`src/rtl/fwd_pkg.sv`:
```
// ----------------------------------------------------------------------------
// fwd_pkg
// Shared types and helpers for the operand forwarding unit.
//   fwd_tag_t    : destination tag tracked per producer stage
//   TAG_RD_W     : storage width of the rd field (REG_AW must not exceed it)
//   FWD_SEL_NONE : all-ones marker for "no producer selected"
//   fwd_clog2    : ceil(log2(n)), sizes the selected-stage index
// ----------------------------------------------------------------------------
package fwd_pkg;

   localparam int unsigned TAG_RD_W = 8;

   typedef struct packed {
      logic                valid;
      logic [TAG_RD_W-1:0] rd;
      logic                we;
      logic                is_load;
   } fwd_tag_t;

   // Truncated to the index width, all-ones is always >= DEPTH, so it can
   // never collide with a real stage index.
   localparam logic [31:0] FWD_SEL_NONE = '1;

   function automatic int unsigned fwd_clog2(input int unsigned n);
      int unsigned r;
      r = 0;
      for (int unsigned v = 1; v < n; v = v << 1) r++;
      return r;
   endfunction

endpackage

```
`src/rtl/fwd_tag_pipe.sv`:
```
// ----------------------------------------------------------------------------
// fwd_tag_pipe
// DEPTH-entry destination-tag shift register. Entry 0 is the youngest
// producer (EX/MEM), entry DEPTH-1 the oldest; the oldest retires on advance.
//   clk, rst_n : clock, asynchronous active-low reset (all tags cleared)
//   adv        : 1 = shift and load in_tag into entry 0, 0 = hold all entries
//   in_tag     : tag (or bubble) entering entry 0
//   tags       : current tag of every tracked stage
// ----------------------------------------------------------------------------
module fwd_tag_pipe
   import fwd_pkg::*;
#(
   parameter int unsigned DEPTH = 2
) (
   input  logic                 clk,
   input  logic                 rst_n,
   input  logic                 adv,
   input  fwd_tag_t             in_tag,
   output fwd_tag_t [DEPTH-1:0] tags
);

   always_ff @(posedge clk or negedge rst_n) begin
      if (!rst_n) begin
         tags <= '0;
      end else if (adv) begin
         tags[0] <= in_tag;
         for (int unsigned k = 1; k < DEPTH; k++) begin
            tags[k] <= tags[k-1];
         end
      end
   end

endmodule

```
`src/rtl/forwarding_unit_pipe.sv`:
```
// ----------------------------------------------------------------------------
// forwarding_unit_pipe
// EX-stage operand bypass for NUM_SRC sources over DEPTH tracked producer
// stages, youngest producer first, with load-use hazard detection and
// self-inserted bubble.
//   clk, rst_n      : clock, asynchronous active-low reset
//   adv             : pipeline advance (0 = tags frozen)
//   flush           : squash the EX instruction (bubble into stage 0)
//   ex_valid/ex_rd/ex_reg_write/ex_is_load : EX instruction tag
//   src_addr        : consumer source addresses, port i at [i*REG_AW +: REG_AW]
//   reg_data        : register-file read data per source
//   stage_data      : producer result of stage k at [k*DATA_W +: DATA_W]
//   fwd_data        : resolved operand per source
//   fwd_hit         : operand i was taken from a producer stage
//   load_use_stall  : consumer must hold, bubble inserted
// Optional (macro FWD_PERF_EN):
//   perf_clr        : synchronous clear of both counters
//   perf_stall_cnt  : saturating count of cycles with load_use_stall & adv
//   perf_fwd_cnt    : saturating count of cycles with any fwd_hit & adv
// ----------------------------------------------------------------------------
module forwarding_unit_pipe
   import fwd_pkg::*;
#(
   parameter int unsigned DATA_W   = 32,
   parameter int unsigned REG_AW   = 5,
   parameter int unsigned NUM_SRC  = 2,
   parameter int unsigned DEPTH    = 2,
   parameter int unsigned LOAD_LAT = 1
) (
   input  logic                      clk,
   input  logic                      rst_n,
   input  logic                      adv,
   input  logic                      flush,
   input  logic                      ex_valid,
   input  logic [REG_AW-1:0]         ex_rd,
   input  logic                      ex_reg_write,
   input  logic                      ex_is_load,
   input  logic [NUM_SRC*REG_AW-1:0] src_addr,
   input  logic [NUM_SRC*DATA_W-1:0] reg_data,
   input  logic [DEPTH*DATA_W-1:0]   stage_data,
   output logic [NUM_SRC*DATA_W-1:0] fwd_data,
   output logic [NUM_SRC-1:0]        fwd_hit,
   output logic                      load_use_stall
`ifdef FWD_PERF_EN
   ,
   input  logic                      perf_clr,
   output logic [31:0]               perf_stall_cnt,
   output logic [31:0]               perf_fwd_cnt
`endif
);

   localparam int unsigned SEL_W = fwd_clog2(DEPTH + 1);
   localparam logic [SEL_W-1:0] SEL_NONE = FWD_SEL_NONE[SEL_W-1:0];

   if (LOAD_LAT >= DEPTH) begin : g_bad_load_lat
      $error("forwarding_unit_pipe: LOAD_LAT must be smaller than DEPTH");
   end
   if (REG_AW > TAG_RD_W) begin : g_bad_reg_aw
      $error("forwarding_unit_pipe: REG_AW exceeds TAG_RD_W");
   end

   fwd_tag_t [DEPTH-1:0] tags;
   fwd_tag_t             in_tag;
   logic [NUM_SRC-1:0]   unready;

   always_comb begin
      in_tag = '0;
      if (ex_valid && !flush && !load_use_stall) begin
         in_tag.valid   = 1'b1;
         in_tag.rd      = TAG_RD_W'(ex_rd);
         in_tag.we      = ex_reg_write;
         in_tag.is_load = ex_is_load;
      end
   end

   fwd_tag_pipe #(
      .DEPTH (DEPTH)
   ) u_tag_pipe (
      .clk    (clk),
      .rst_n  (rst_n),
      .adv    (adv),
      .in_tag (in_tag),
      .tags   (tags)
   );

   for (genvar i = 0; i < NUM_SRC; i++) begin : g_src
      logic [REG_AW-1:0] src;
      logic [DATA_W-1:0] reg_val;
      logic [SEL_W-1:0]  sel;
      logic [DATA_W-1:0] sel_data;
      logic              sel_early_ld;
      logic              found;

      assign src     = src_addr[i*REG_AW +: REG_AW];
      assign reg_val = reg_data[i*DATA_W +: DATA_W];

      // Only the youngest match is considered; an unready load there blocks
      // any older producer of the same register.
      always_comb begin
         sel          = SEL_NONE;
         sel_data     = '0;
         sel_early_ld = 1'b0;
         for (int unsigned k = 0; k < DEPTH; k++) begin
            if (sel == SEL_NONE && tags[k].valid && tags[k].we &&
                tags[k].rd == TAG_RD_W'(src) && src != '0) begin
               sel          = SEL_W'(k);
               sel_data     = stage_data[k*DATA_W +: DATA_W];
               sel_early_ld = tags[k].is_load && (k < LOAD_LAT);
            end
         end
      end

      assign found      = (sel != SEL_NONE);
      assign unready[i] = found && sel_early_ld;
      assign fwd_hit[i] = found && !sel_early_ld;
      assign fwd_data[i*DATA_W +: DATA_W] = fwd_hit[i] ? sel_data : reg_val;
   end

   assign load_use_stall = |unready;

`ifdef FWD_PERF_EN
   always_ff @(posedge clk or negedge rst_n) begin
      if (!rst_n) begin
         perf_stall_cnt <= '0;
         perf_fwd_cnt   <= '0;
      end else if (perf_clr) begin
         perf_stall_cnt <= '0;
         perf_fwd_cnt   <= '0;
      end else begin
         if (load_use_stall && adv && perf_stall_cnt != '1)
            perf_stall_cnt <= perf_stall_cnt + 32'd1;
         if ((|fwd_hit) && adv && perf_fwd_cnt != '1)
            perf_fwd_cnt <= perf_fwd_cnt + 32'd1;
      end
   end
`endif

endmodule
```
`config.mk`:
```
export PLATFORM = sky130hd
export DESIGN_NAME = forwarding_unit_pipe
export DESIGN_NICKNAME = d
export VERILOG_FILES = /design/src/rtl/fwd_pkg.sv /design/src/rtl/fwd_tag_pipe.sv /design/src/rtl/forwarding_unit_pipe.sv
export SDC_FILE = /design/constraint.sdc
export NUM_CORES = 1
export LEC_CHECK = 0
export ABC_AREA = 1
export CAP_MARGIN = 40
export CORE_AREA = 2 2 72 108
export DETAILED_ROUTE_END_ITERATION = 10
export DIE_AREA = 0 0 74 110
export PLACE_DENSITY = 0.95
export SLEW_MARGIN = 20
export SYNTH_ARGS = -nofsm -noshare
export SYNTH_HDL_FRONTEND = slang
export SYNTH_SLANG_ARGS = --single-unit
```
`constraint.sdc`:
```
create_clock -name clk -period 3.6 [get_ports clk]
set_clock_uncertainty 0.15 [all_clocks]
set_input_delay 0.36 -clock clk [delete_from_list [all_inputs] [get_ports clk]]
set_output_delay 0.36 -clock clk [all_outputs]
set_load 0.01 [all_outputs]
```
### Word level (Yosys, flattened, before mapping)

Cells that the tools add are included.

| cells by class | value |
|---|---|
| eq/ne operators | 8 |
| multiplexer cells | 15 |
| reductions and logical operators | 26 |

Operators by type and width:

| operator | count |
|---|---|
| 32-bit 2-to-1 mux | 6 |
| 8-bit by 5-bit == test with 1-bit output | 4 |
| 1-bit logical AND | 19 |
| 11-bit 2-to-1 mux | 1 |
| 5-bit nonzero test | 2 |
| 2-bit 2-to-1 mux | 4 |
| 2-bit == test, second input constant | 2 |
| 1-bit logical NOT | 4 |
| 1-bit 2-to-1 mux | 4 |
| 2-bit != test, second input constant | 2 |
| 2-bit OR reduction | 1 |

| word-level totals | value |
|---|---|
| input port bits | 150 |
| register bits | 21 |

### Depth between registers and ports, before layout

| depth | value |
|---|---|
| word-level depth | 16 |
| depth in mapped cells | 12 |

### Cells and area by module

From an unflattened synthesis, not the netlist that was laid out.

| unflattened totals | value |
|---|---|
| cells, all modules | 533 |
| area total of the unflattened synthesis | 2934.1 sq um |

By module, submodules not included:

| module | area an instance (sq um) | instances | seq. area each (sq um) | cells an instance |
|---|---|---|---|---|
| forwarding_unit_pipe | 2094.5 | 1 | 0.0 | 440 |
| fwd_tag_pipe | 839.6 | 1 | 550.5 | 93 |

### Worst setup path after synthesis

No wires, ideal clock.

| path | value |
|---|---|
| path type | reg2out |
| from | reg, netlist name u_tag_pipe.tags[5] |
| to | out fwd_data[54] |
| slack | 1717 ps |
| arrival time | 1373 ps |
| stages on the path, launching flop included | 9 |
| path buffers | 1 |
| data required time | 3090 ps |
| cell sequence | dfrtp_1 xnor2_1 nand2_1 nor2_2 nand2_2 nand2_2 buf_4 nand3_1 nand3_1 |

| on the way | value |
|---|---|
| cells in the longest elaborated chain, start to end | 13 |
| elaborated cells between the ends (all ways) | 18 |
| classes of those cells | eq/ne (3); mux (7); reduce/logical (8) |

RTL lines:

| element | RTL line | RTL |
|---|---|---|
| 8-bit by 5-bit == test with 1-bit output * | forwarding_unit_pipe.sv:105 | `tags[k].rd == TAG_RD_W'(src) && src != '0) begin` |
| 1-bit logical AND * | forwarding_unit_pipe.sv:104 | `if (sel == SEL_NONE && tags[k].valid && tags[k].we &&` |
| 1-bit logical AND * | forwarding_unit_pipe.sv:105 |  |
| 2-bit 2-to-1 mux | forwarding_unit_pipe.sv:104 |  |
| 2-bit == test | forwarding_unit_pipe.sv:104 |  |
| 1-bit logical AND (3 in series) | forwarding_unit_pipe.sv:104 |  |
| 1-bit logical AND | forwarding_unit_pipe.sv:105 |  |
| 2-bit 2-to-1 mux or 1-bit 2-to-1 mux (tied branches) | forwarding_unit_pipe.sv:104 |  |
| 2-bit != test or 1-bit logical NOT (tied branches) | forwarding_unit_pipe.sv:113, forwarding_unit_pipe.sv:115 |  |
| 1-bit logical AND | forwarding_unit_pipe.sv:115 | `assign fwd_hit[i] = found && !sel_early_ld;` |
| 32-bit 2-to-1 mux * | forwarding_unit_pipe.sv:116 | `assign fwd_data[i*DATA_W +: DATA_W] = fwd_hit[i] ? sel_data : reg_val;` |
| end, declared | forwarding_unit_pipe.sv:41 | `output logic [NUM_SRC*DATA_W-1:0] fwd_data,` |

Mark *: on every way between the ends. The rest lies on a longest branch, timed or not.

### Worst setup path after layout

| path | value |
|---|---|
| from | in src_addr[8] |
| to | out fwd_data[32] |

| on the way | value |
|---|---|
| cells in the longest elaborated chain, start to end | 13 |
| elaborated cells between the ends (all ways) | 20 |
| classes of those cells | eq/ne (4); mux (7); reduce/logical (9) |

RTL lines:

| element | RTL line | RTL |
|---|---|---|
| start, declared | forwarding_unit_pipe.sv:38 | `input logic [NUM_SRC*REG_AW-1:0] src_addr,` |
| 8-bit by 5-bit == test with 1-bit output | forwarding_unit_pipe.sv:105 |  |
| 1-bit logical AND | forwarding_unit_pipe.sv:104 |  |
| 1-bit logical AND | forwarding_unit_pipe.sv:105 |  |
| 2-bit 2-to-1 mux | forwarding_unit_pipe.sv:104 |  |
| 2-bit == test | forwarding_unit_pipe.sv:104 |  |
| 1-bit logical AND (3 in series) | forwarding_unit_pipe.sv:104 |  |
| 1-bit logical AND | forwarding_unit_pipe.sv:105 |  |
| 2-bit 2-to-1 mux or 1-bit 2-to-1 mux (tied branches) | forwarding_unit_pipe.sv:104 |  |
| 2-bit != test or 1-bit logical NOT (tied branches) | forwarding_unit_pipe.sv:113, forwarding_unit_pipe.sv:115 |  |
| 1-bit logical AND | forwarding_unit_pipe.sv:115 |  |
| 32-bit 2-to-1 mux * | forwarding_unit_pipe.sv:116 |  |

Marked as above.

==> impl_metrics.tcl <==
set metrics [dict create \
    status "finished, final reports clean" \
    vias 4238 \
    fillCellCount 619 \
    reg_top3 "u_tag_pipe.tags: 15 flops" \
    slew_viol_final 0 \
    vias_per_cell 5.59 \
    dp_slack_ns 0.338 \
    largest_reg_flops 15 \
    cts_buffer_depth 2 \
    startpoint_type "input pin" \
    drtIter0Drc 398 \
    cap_violations 0 \
    die_h_um 110 \
    post_cts_buffers 0 \
    cts_made_buffers 3 \
    syn_to_final_growth_pct 91.8 \
    p_int_mw 0.501 \
    yosys_warnings 0 \
    setup_violations 0 \
    holdPathEnd "u_tag_pipe.tags[12]" \
    final_layout_size_suffix_gt1_frac 0.0502 \
    htree_num_levels 1 \
    globalRouteOverflowTotal 0 \
    min_from "u_tag_pipe.tags[12]" \
    cpPeakStageDelay_ns 0.56 \
    cp_top_family "buffers and inverters" \
    rsz0062_at_grt "no" \
    worst_pin_slew_ns 0.645 \
    die-area_um2 8140 \
    synth.largest_area_cell "nand3_1" \
    gp_congestion 0.882 \
    power.density_nw_per_um2 150 \
    hpwl_um 9900 \
    grt_max_degree 34 \
    p_clk_frac 0.191 \
    reg2reg_slack_ns 1.75 \
    placed_area_um2 4680 \
    cp_data_required_time_ns 3.09 \
    irDropWorstVdd_mv 0.261 \
    cp.arrival_ns 2.78 \
    synth_area_leaders "nand3_1 (41%), nand2_1 (21%), dfrtp_1 (15%), inv_1 (2.9%), buf_4 (2.7%)" \
    ys.flop_type "dfrtp_1" \
    ys_seq_elements 15 \
    first_pass_iters 5 \
    multi_input_area_um2 1810 \
    placementRows 38 \
    crit_chain "clkdlybuf4s50_1, xnor2_1, nand2_1, nor2_2, nand3_2, inv_2, nand2_1, nand3_1, clkdlybuf4s50_1" \
    synthCells 459 \
    synthMostInstantiatedCell "nand3_1" \
    sequentialPowerShare 0.268 \
    wire_per_inst_um 17.0 \
    holdWs_ns 0.331 \
    initial_core_util 0.344 \
    clkSlewWorstSetupHoldPaths_ns 0.06 \
    final.period_utilization 0.915 \
    reg2reg_to "u_tag_pipe.tags[4]" \
    cp_num_buf_inv 3 \
    stdcell_area_um2 4730 \
    regToRegStartpoint "u_tag_pipe.tags[5]" \
    hold_depth 2 \
    clock_sinks 15 \
    p_sw_frac 0.295 \
    synth_edf_count 0 \
    regArea_um2 375 \
    synth_top_area_share 0.412 \
    antenna_found_initial 0 \
    synth_fp_nets 609 \
    hold_buffers 0 \
    critical-path-slowest-cell "clkdlybuf4s50_1" \
    power_mw 0.710 \
    path_max_fanout 30 \
    worstSkewPairLatency_ns 0.25 \
    p_leak_nw 2.05 \
    netlist_area_um2 2470 \
    yosysUniqueCellTypes 21 \
    die_w_um 74 \
    ys_seq_area_frac 0.152 \
    cts_tree "yes" \
    coreArea_um2 7180 \
    grt_first_pass_wirelength_um 19800 \
    root_buffer "clkbuf_8" \
    nNetsFinal 809 \
    cts_resized 0 \
    comb_power_share 0.540 \
    r2r_cells 6 \
    max_freq_mhz 304 \
    worst_slack_ns 0.305 \
    fin_crit_ns 3.29 \
    portBuffers 216 \
    grt_pass1_vias 4253 \
    drc 0 \
    path_depth 9 \
    fin_tns_setup_ns 0 \
    async_flop_share 1.00 \
    avgSynthCellArea_um2 5.38 \
    ios 217 \
    wl_um 12900 \
    grt_usage 0.309 \
    crit_type "in2out" \
    drtAntennaViolNets 0 \
    power_switching_mw 0.210 \
    slew_headroom 0.569 \
    diodes 0 \
    hold_class "reg2reg" \
    end_kind "output port" \
    synth.top_cells.by_count "nand3_1 (203), nand2_1 (138), inv_1 (19)" \
    top_register "u_tag_pipe.tags" \
    finalHoldViolCount 0 \
]
## final cells by class
cell class,count,share of cell area
sequential,15,0.0793
clock buffer,4,0.00952
multi-input combinational,385,0.382
tap,100,0.0264
inverter,27,0.0214
timing repair buffer,227,0.482
## power groups by stage
stage	combinational, mW	clock (mW)	sequential, mW
5_1_grt	0.415	0.142	0.192
4_1_cts	0.383	0.138	0.190
6_report	0.384	0.136	0.191
3_5_place_dp	0.380	0	0.193
2_1_floorplan	0.107	0	0.190
3_3_place_gp	0.373	0	0.192
## layer usage
metal	routed length [um]	vias up	track usage
met5	0	-	0
met4	595	0	0.151
met3	1420	59	0.0818
met2	6480	318	0.546
met1	4390	1897	0.335
li1	-	1964	-
## worst register-to-register path, delay by kind of cell (launching register included)
| family | cells | cell delay (ns) |
|---|---|---|
| XOR/XNOR | 1 | 0.20 |
| AND/OR/NAND/NOR | 5 | 0.95 |
| flip-flops | 1 | 0.45 |
## through the flow
step	instances	utilization
floorplan	459	-
global placement	753	0.652
detailed placement	753	0.652
CTS	757	0.659
global route	758	0.659
finish	758	0.659
## logic make-up after synthesis
logic type / Yosys count / share of synthesized area
AND/OR/NAND/NOR: 373 / 0.703
buffers and inverters: 59 / 0.116
flip-flops: 15 / 0.152
AO/OA/AOI/OAI: 9 / 0.0183
XOR/XNOR: 3 / 0.0107
## cell usage in the layout (no fill, tap or decap)
cell	netlist	routed
clkdlybuf4s50_1	0	216
nand2_1	138	138
inv_1	19	19
nor2_1	10	10
o21ai_0	5	5
nor2_2	4	4
clkbuf_2	0	1
a21oi_1	4	4
nor2_4	2	2
clkinv_1	1	1
nand3_2	1	1
nand2_2	4	4
nand3_4	1	1
buf_4	9	7
clkbuf_8	0	3
xnor2_1	3	3
nand3_1	203	203
buf_12	0	3
inv_2	7	7
nor3b_1	1	1
nand4_1	9	9
clkbuf_1	9	1
dfrtp_1	15	15
## worst max path at each step
stage                        from      endpoint  slack, ns
4_1_cts               src_addr[8]  fwd_data[32]       0.32
6_report              src_addr[8]  fwd_data[32]       0.31
5_1_grt               src_addr[8]  fwd_data[50]       0.17
3_5_place_dp          src_addr[8]  fwd_data[32]       0.34
2_1_floorplan  u_tag_pipe.tags[5]  fwd_data[54]       1.72
3_3_place_gp          src_addr[8]  fwd_data[32]       0.40
No activity file was read; power rests on OpenSTA's default activity.
==> RTL change 1 (config.mk and constraints unchanged) <==
Build with the macro `FWD_PERF_EN` defined.
--- a/src/rtl/forwarding_unit_pipe.sv
+++ b/src/rtl/forwarding_unit_pipe.sv
@@ -19,4 +19,6 @@
 //   perf_fwd_cnt    : saturating count of cycles with any fwd_hit & adv
 // ----------------------------------------------------------------------------
+`define FWD_PERF_EN
+
 module forwarding_unit_pipe
    import fwd_pkg::*;
Interface: changed (added perf_clr, perf_fwd_cnt and perf_stall_cnt); port bits go from 217 to 282. The function was not compared with the original's and may differ.
==> RTL change 1 against the original RTL <==
The flow now stops in 3_1_place_gp_skip_io. Area after synthesis rose to 2.7 times the old value. Synthesized cell count up 140%.
==> RTL change 1: results <==
[run_status]
run_status = "stopped before the end"
stage_where_the_flow_stopped = "3_1_place_gp_skip_io"
run.stop_error = "[ERROR GPL-0301] Utilization 111.853 % exceeds 100%."

[synthesis]
syn_nets = 1240
synthesized_area_fraction_occupied_by_adder_cells_pct = 0.371
yosys.area_share.xor_xnor_pct = 7.27
combined_area_of_all_synthesized_cells_sq_mm = 0.00675
synth.yosys.warnings = 0
synthDistinctLibCells = 31
synth_compound_area_share_pct = 9.38
ys_async_sr_fraction_pct = 100
ys_seq_elements = 79
synth_area_leaders = "sky130_fd_sc_hd__dfrtp_1 29%, sky130_fd_sc_hd__nand2_1 22%, sky130_fd_sc_hd__nor2_1 7.4%, sky130_fd_sc_hd__nand3_1 6.9%, sky130_fd_sc_hd__inv_1 6.0%"
synth.cells.most_frequent = "401 x sky130_fd_sc_hd__nand2_1, 133 x sky130_fd_sc_hd__nor2_1, 108 x sky130_fd_sc_hd__inv_1"
synth_sequential_area_ratio_pct = 29.3
yosys-mux-area-fraction_pct = 0
synthesis.instances = 1087
yosysTopAreaCellShare_pct = 29.3
RTL change 1: cell types whose count changed after synthesis, moves of 35 or more:
cell | before | now
sky130_fd_sc_hd__dfrtp_1 | 15 | 79
sky130_fd_sc_hd__inv_1 | 19 | 108
sky130_fd_sc_hd__nand2_1 | 138 | 401
sky130_fd_sc_hd__nand3_1 | 203 | 93
sky130_fd_sc_hd__nor2_1 | 10 | 133
sky130_fd_sc_hd__o211ai_1 | 0 | 52
sky130_fd_sc_hd__xor2_1 | 0 | 35
RTL change 1: cell families after synthesis:
group	after synthesis
AND/OR/NAND/NOR	700
buffers and inverters	165
flip-flops	79
XOR/XNOR	56
adder cells (fa/ha/maj)	2
AO/OA/AOI/OAI	85
==> RTL change 2 (same settings) <==
Without the edit above. `NUM_SRC`: 2 -> 4.
--- a/src/rtl/forwarding_unit_pipe.sv
+++ b/src/rtl/forwarding_unit_pipe.sv
@@ -24,5 +24,5 @@
    parameter int unsigned DATA_W   = 32,
    parameter int unsigned REG_AW   = 5,
-   parameter int unsigned NUM_SRC  = 2,
+   parameter int unsigned NUM_SRC  = 4,
    parameter int unsigned DEPTH    = 2,
    parameter int unsigned LOAD_LAT = 1
Ports: changed (resized fwd_data, fwd_hit, reg_data and src_addr); port bits go from 217 to 357. The function was not compared with the original's and may differ.
==> RTL change 2 against the original RTL <==
The flow now stops in 3_2_place_iop. Area after synthesis increased by 76%.
==> RTL change 2: results <==
[run_status]
run_status = "stopped before the end"
stage_where_the_flow_stopped = "3_2_place_iop"
run.stop_error = "[ERROR PPL-0024] Number of IO pins (357) exceeds maximum number of available positions (312). Increase the die perimeter from 368.00um to 485.52um."

[synthesis]
syn_nets = 1043
synthDistinctLibCells = 27
synthesis.area_per_instance_sq_um = 5.29
post-synth-top-count-cell = "sky130_fd_sc_hd__nand3_1"
ys_seq_elements = 15
synth_area_leaders = "sky130_fd_sc_hd__nand3_1 47%, sky130_fd_sc_hd__nand2_1 18%, sky130_fd_sc_hd__dfrtp_1 8.7%, sky130_fd_sc_hd__buf_2 4.9%, sky130_fd_sc_hd__buf_6 2.9%"
ys_async_sr_fraction_pct = 100
synth.cells.most_frequent = "406 x sky130_fd_sc_hd__nand3_1, 207 x sky130_fd_sc_hd__nand2_1, 42 x sky130_fd_sc_hd__buf_2"
synth_ff_type = "sky130_fd_sc_hd__dfrtp_1"
synth.yosys.warnings = 0
synth_sequential_area_ratio_pct = 8.67

[floorplanning]
die_width_um = 74
## RTL change 2: cells by family after synthesis
logic type,after synthesis,share of synthesized area [%]
buf+inv,104,12.2
xor+xnor,15,3.03
flops,15,8.67
simple gates,667,73.8
compound gates,18,2.25
